### src/rtl/bht_update_predictor.sv
// Branch history table of 2-bit saturating counters: combinational direction lookup for the
// fetch PC, training from resolved branches, and a one-entry-per-cycle clear sweep on flush.
module bht_update_predictor #(
   parameter int unsigned NR_ENTRIES = 64,
   parameter int unsigned VLEN       = 64
) (
   input  logic            clk_i,
   input  logic            rst_ni,
   input  logic            flush_i,
   input  logic            debug_mode_i,
   input  logic [VLEN-1:0] vpc_i,
   input  logic            res_valid_i,
   input  logic [VLEN-1:0] res_pc_i,
   input  logic            res_is_branch_i,
   input  logic            res_taken_i,
   output logic            pred_valid_o,
   output logic            pred_taken_o,
   output logic            busy_o
);

   localparam int unsigned IDX_W = $clog2(NR_ENTRIES);
   localparam logic [IDX_W-1:0] PtrLast = IDX_W'(NR_ENTRIES - 1);
   localparam logic [IDX_W-1:0] PtrOne  = IDX_W'(1);

   typedef enum logic {StIdle, StFlush} state_e;

   state_e                         r_state;
   logic   [IDX_W-1:0]             r_ptr;
   logic   [NR_ENTRIES-1:0]        r_valid;
   logic   [NR_ENTRIES-1:0][1:0]   r_cnt;

   state_e                         w_state_next;
   logic   [IDX_W-1:0]             w_ptr_next;
   logic                           w_wr_en;
   logic   [IDX_W-1:0]             w_wr_idx;
   logic                           w_wr_valid;
   logic   [1:0]                   w_wr_cnt;
   logic   [IDX_W-1:0]             w_lkp_idx;
   logic   [IDX_W-1:0]             w_res_idx;
   logic   [1:0]                   w_res_cnt;
   logic                           w_upd;
   logic                           w_unused;

   // Bit 0 is dropped: compressed instructions are 2-byte aligned.
   assign w_lkp_idx = vpc_i[IDX_W:1];
   assign w_res_idx = res_pc_i[IDX_W:1];
   assign w_res_cnt = r_cnt[w_res_idx];
   assign w_unused  = ^{vpc_i[VLEN-1:IDX_W+1], vpc_i[0], res_pc_i[VLEN-1:IDX_W+1], res_pc_i[0]};

   assign busy_o       = (r_state == StFlush);
   assign w_upd        = res_valid_i & res_is_branch_i & ~debug_mode_i & ~flush_i & ~busy_o;
   assign pred_valid_o = r_valid[w_lkp_idx] & ~busy_o & ~flush_i;
   assign pred_taken_o = pred_valid_o & r_cnt[w_lkp_idx][1];

   always_comb begin
      w_state_next = r_state;
      w_ptr_next   = r_ptr;
      w_wr_en      = 1'b0;
      w_wr_idx     = r_ptr;
      w_wr_valid   = 1'b0;
      w_wr_cnt     = 2'b01;
      unique case (r_state)
         StIdle: begin
            if (flush_i) begin
               w_state_next = StFlush;
               w_ptr_next   = '0;
            end else if (w_upd) begin
               w_wr_en    = 1'b1;
               w_wr_idx   = w_res_idx;
               w_wr_valid = 1'b1;
               if (!r_valid[w_res_idx]) begin
                  w_wr_cnt = res_taken_i ? 2'b10 : 2'b01;
               end else if (res_taken_i) begin
                  w_wr_cnt = (w_res_cnt == 2'b11) ? 2'b11 : w_res_cnt + 2'b01;
               end else begin
                  w_wr_cnt = (w_res_cnt == 2'b00) ? 2'b00 : w_res_cnt - 2'b01;
               end
            end
         end
         StFlush: begin
            w_wr_en = 1'b1;
            if (flush_i) begin
               w_ptr_next = '0;
            end else if (r_ptr == PtrLast) begin
               w_state_next = StIdle;
               w_ptr_next   = '0;
            end else begin
               w_ptr_next = r_ptr + PtrOne;
            end
         end
         default: ;
      endcase
   end

   always_ff @(posedge clk_i or negedge rst_ni) begin
      if (!rst_ni) begin
         r_state <= StIdle;
         r_ptr   <= '0;
         r_valid <= '0;
         for (int i = 0; i < NR_ENTRIES; i++) begin
            r_cnt[i] <= 2'b01;
         end
      end else begin
         r_state <= w_state_next;
         r_ptr   <= w_ptr_next;
         if (w_wr_en) begin
            r_valid[w_wr_idx] <= w_wr_valid;
            r_cnt[w_wr_idx]   <= w_wr_cnt;
         end
      end
   end

endmodule

### config.mk
export PLATFORM = sky130hd
export DESIGN_NAME = bht_update_predictor
export DESIGN_NICKNAME = d
export VERILOG_FILES = /design/src/rtl/bht_update_predictor.sv
export SDC_FILE = /design/constraint.sdc
export NUM_CORES = 1
export LEC_CHECK = 0
export CORE_MARGIN = 1.5
export CORE_UTILIZATION = 40
export CTS_BUF_LIST = sky130_fd_sc_hd__clkbuf_4 sky130_fd_sc_hd__clkbuf_8
export DETAILED_ROUTE_END_ITERATION = 7
export DONT_BUFFER_PORTS = 1
export HOLD_SLACK_MARGIN = 0.03
export PLACE_DENSITY = 0.56
export REMOVE_ABC_BUFFERS = 1
export SLEW_MARGIN = 20
export SYNTH_ARGS = -nofsm -noshare
export SYNTH_HDL_FRONTEND = slang
export SYNTH_SLANG_ARGS = --single-unit
### constraint.sdc
create_clock -name clk_i -period 5.25 [get_ports clk_i]
set_clock_uncertainty 0.2 [all_clocks]
set_input_delay 1.05 -clock clk_i [delete_from_list [all_inputs] [get_ports clk_i]]
set_output_delay 1.05 -clock clk_i [all_outputs]
set_load 0.1 [all_outputs]
### Yosys cells after proc, flatten, opt, wreduce, memory -nomap -nowiden

Cells that the tools add are included.

| cells by class | value |
|---|---|
| add/subtract/negate cells | 3 |
| magnitude comparators | 4 |
| equality and inequality tests | 3 |
| multiplexer cells | 37 |
| bitwise gates (word level) | 10 |
| reductions and logical operators | 2 |

Operators with widths:

| kind | number |
|---|---|
| bitwise mux 128 bit | 1 |
| bitwise mux 64 bit | 1 |
| 2-to-1 mux 6 bit | 6 |
| binary-select mux 2 bit (select 6 bit) | 2 |
| 2-to-1 mux 2 bit | 11 |
| less-than comparator 6 x 7 -> 1 bit, second input constant | 3 |
| binary-select mux 1 bit (select 6 bit) | 2 |
| demux 2 bit (select 6 bit) | 1 |
| case mux 6 bit (2 select lines) | 1 |
| 2-to-1 mux 1 bit | 9 |
| bitwise AND 1 bit | 7 |
| adder 6 x 1 -> 6 bit, second input constant | 1 |
| demux 1 bit (select 6 bit) | 1 |
| equality test 6 bit, second input constant | 1 |
| >= comparator 6 x 1 -> 1 bit, second input constant | 1 |
| case mux 1 bit (2 select lines) | 2 |
| inverter 1 bit | 3 |
| adder 2 x 1 -> 2 bit, second input constant | 1 |
| equality test 2 bit, second input constant | 1 |
| logical NOT 2 bit | 1 |
| inequality test 2 bit, second input constant | 1 |
| subtractor 2 x 1 -> 2 bit, second input constant | 1 |
| logical AND 1 bit | 1 |

| word-level totals | value |
|---|---|
| bits in registers | 199 |
| output and inout bits | 3 |

### Depth between registers and ports, before layout

| depth | value |
|---|---|
| depth in word-level cells | 12 |
| gate-level depth with buffers | 13 |

### Worst setup path after synthesis

OpenSTA, ideal clock, no wires.

| timing | value |
|---|---|
| kind | input to output |
| start point | input vpc_i[1] |
| end point | output pred_taken_o |
| arrival time | 3.801 ns |
| required time | 4.000 ns |
| setup slack | 0.199 ns |
| cell stages on the path | 6 |
| path buffers | 2 |
| cell sequence | clkbuf_1 > buf_1 > mux4_2 > mux4_2 > mux4_2 > and3_1 |

| between the ends | value |
|---|---|
| cells in the longest elaborated chain, start to end | 5 |
| elaborated cells between the ends (all ways) | 7 |
| those cells by class | 4 x mux; 3 x bitwise |

RTL lines:

| what | line | text |
|---|---|---|
| start, declared | 11 | `input logic [VLEN-1:0] vpc_i,` |
| binary-select mux 1 bit (select 6 bit) | 52 | `assign pred_valid_o = r_valid[w_lkp_idx] & ~busy_o & ~flush_i;` |
| 2-to-1 mux 1 bit (implied by the code) | 52 |  |
| bitwise AND 1 bit (2 in a row) | 52 |  |
| bitwise AND 1 bit * | 53 | `assign pred_taken_o = pred_valid_o & r_cnt[w_lkp_idx][1];` |
| end, declared | 17 | `output logic pred_taken_o,` |

Every way passes the cells marked *; elsewhere a longest branch is shown, timed or not. The select of a mux whose other input is x is not followed.

### Final worst setup path

Ends and elaborated chain as after synthesis.

==> flow_summary.toml <==
[worst_setup_path]
crit_path_max_incr_delay_ps = 560
path_cells = "mux4_2 -> mux4_2 -> mux4_2 -> and3_1"
worstPathArrival_ps = 3180
timing.critical_path.required_ps = 4000
crit_top_cell = "mux4_2"
cp-start-kind = "input pin"
path_max_fanout = 32
cp-end-kind = "output pin"
path_class = "input pin to output pin"
slowest_stage = "mux4_2"

[power]
vdd.ir_drop.worst_mv = 0.143
pwr-share-comb = 0.107
pwr_density_cell_mw_per_mm2 = 228
p_switching_mw = 0.864
power_mw = 3.00
intPower_mw = 2.14
pwr-share-clk = 0.358
swShare = 0.287
p_seq_frac = 0.535
power.leakage_nw = 4.86

[clock_network]
h-tree-depth = 4
cts_setup_buffers = 0
worstSkewPairLatency_ps = 500
max-clock-path-buffers = 2
clk_pin_slew_worst_paths_ps = 100
clkSinkCount = 199
cts_tree = "done"
cts-root-buf = "clkbuf_8"
cts_made_buffers = 17
post_cts_resize_count = 0

[sta]
rsz0062_at_grt = "false"
min_period_over_period = 0.843
max_slew_margin = 0.288
finalSetupTns_ps = 0
setup_viol = 0
worst_slew_pin_slew_ps = 1040
fin_crit_ps = 4430
drv_slew = 0
finalHoldViolations = 0
fin_ws_ps = 824
max_freq_ghz = 0.226

[synth]
ys_seq_area_frac = 0.407
async_reset_ff_frac = 1.00
syn_area_sq_mm = 0.0124
synth-seq-cells = 199
netlist_instances = 1290
synth_flop_cell = "dfrtp_1"
synth_cell_type_count = 54
yosys_warnings = 0
syn_area_per_cell_sq_um = 9.64
synth_edf_count = 0

[global_routing]
grt_use_total = 0.274
grt_first_pass_wirelength_mm = 64.8
antenna_found_initial = 0
overflow = 0
grt_max_degree = 128
grt_pass1_vias = 10200

[floorplan]
dieArea_sq_mm = 0.0322
initial_core_util = 0.406
fp.dieW_microns = 179
dieHeight_microns = 179
ios = 138
fp-row-count = 64
core-area_sq_mm = 0.0306

[routing]
vias = 10400
dr.pass1.iters = 5
met2_length_mm = 19.3
drc = 0
m1WireLength_mm = 19.0
vias_per_cell = 6.33
drt_wl_total_mm = 42.7
wl_per_cell_microns = 26.0
routed.top_layer = "met4"
postRouteAntennaNets = 0
met3_length_mm = 3.30
drt_iter0_markers = 1048

[layout]
diodes = 0
final_util = 0.430
mostFrequentLayoutCells = "nand2_1 (233), nor2_1 (206), dfrtp_1 (135)"
layout_commonest_cell = "nand2_1"
syn2layout_area_growth_pct = 5.83
instances_no_fill = 1644
nNetsFinal = 1371
drive_gt1_frac = 0.220

[placement]
pre_cts_ws_ps = 703
gp_congestion = 0.854
portBuffers = 0
post-place-cells = 1609
dp_hpwl_mm = 26.1

[outcome]
status = "completed"

[job]
max_cap_violations = 0

[min_path]
hp-class = "input pin to async pin"
[cell type report]
cell class	count	area, sq um
Clock inverter	13	159
Tap cell	396	495
Sequential cell	199	5060
Inverter	3	11.3
Clock buffer	19	249
Multi-Input combinational cell	990	6910
Fill cell	2964	17400
Timing Repair Buffer	24	278
[state kept, by name, summed over array words and instances, names as in the netlist]
register,flops
busy_o,1
r_cnt,128
r_valid,64
r_ptr,6
[worst max-delay path: cells and delay by family]
| kind | cells | cell delay (ps) |
|---|---|---|
| mux | 3 | 1550 |
| simple gates | 1 | 540 |
[final timing paths]
check                      slack (ps)  startpoint            to  cells after the start
hold / removal                     80      rst_ni   r_valid[22]                      0
hold reg to reg                   310  r_valid[3]    r_valid[3]                      2
setup / recovery                  820    vpc_i[1]  pred_taken_o                      4
min in group clk_i                310  r_valid[3]    r_valid[3]                      2
setup reg to reg                 1390      busy_o     r_cnt[40]                      7
max in group asynchronous        3610      rst_ni     r_cnt[51]                      1
[kinds of logic after synthesis]
logic type	Yosys count	share of synthesized area
and+or+nand+nor	622	0.213
AOI/OAI and AO/OA	253	0.167
adders and majority gates	1	0.00101
DFF	199	0.407
xor gates and xnor gates	3	0.00211
muxes	111	0.171
buffers and inverters	101	0.0389
[power groups by stage]
stage               logic [mW]  clock network [mW]  registers (mW)
floorplan                0.183                   0            1.63
global placement         0.290                   0            1.63
detailed placement       0.292                   0            1.63
CTS                      0.307                1.10            1.61
global route             0.336                1.15            1.61
finish                   0.320                1.08            1.61
[Yosys cell counts (all sizes together) (2+ instances only)]
| library cell | count | area share |
|---|---|---|
| a31oi | 2 | 0.0010 |
| a211oi | 6 | 0.0036 |
| buf | 38 | 0.020 |
| a22o | 2 | 0.0014 |
| clkbuf | 60 | 0.018 |
| nor4b | 3 | 0.0021 |
| o311ai | 2 | 0.0014 |
| and3 | 4 | 0.0024 |
| nor2b | 10 | 0.0050 |
| o21a | 3 | 0.0018 |
| mux2 | 4 | 0.0036 |
| a22oi | 9 | 0.0054 |
| mux4 | 81 | 0.15 |
| or3 | 4 | 0.0020 |
| nand3 | 68 | 0.027 |
| dfrtp | 135 | 0.27 |
| nor2 | 206 | 0.062 |
| a221oi | 66 | 0.046 |
| a21oi | 10 | 0.0040 |
| o211ai | 63 | 0.062 |
| nand2b | 2 | 0.0010 |
| inv | 3 | 0.00091 |
| dfstp | 64 | 0.14 |
| nand2 | 234 | 0.071 |
| a311oi | 2 | 0.0014 |
| xor2 | 2 | 0.0014 |
| and2 | 9 | 0.0045 |
| nand4 | 2 | 0.0010 |
| o31ai | 4 | 0.0024 |
| mux2i | 26 | 0.021 |
| nor3 | 72 | 0.029 |
| a21o | 4 | 0.0024 |
| o21ai | 76 | 0.031 |
| or4b | 2 | 0.0016 |
| or2 | 3 | 0.0015 |
[routing by layer]
metal	up-vias	track usage
li1	4644	-
met1	5264	0.388
met2	421	0.421
met3	75	0.0564
met4	0	0.0833
met5	-	0
[metrics by stage]
stage / hold WS (ps) / area [sq um]
2_1_floorplan: 260 / 12000
3_3_place_gp: 275 / 12700
3_5_place_dp: 289 / 12700
4_1_cts: 31.2 / 13100
5_1_grt: 51.5 / 13200
6_report: 76.6 / 13200
[timing repair]
item / 4_1_cts / 5_1_grt
hold buffers: 1 / 2
endpoints found under the hold margin: 73 / 24
setup endpoints to repair: 0 / 0
Power figures use the tool's default switching activity.
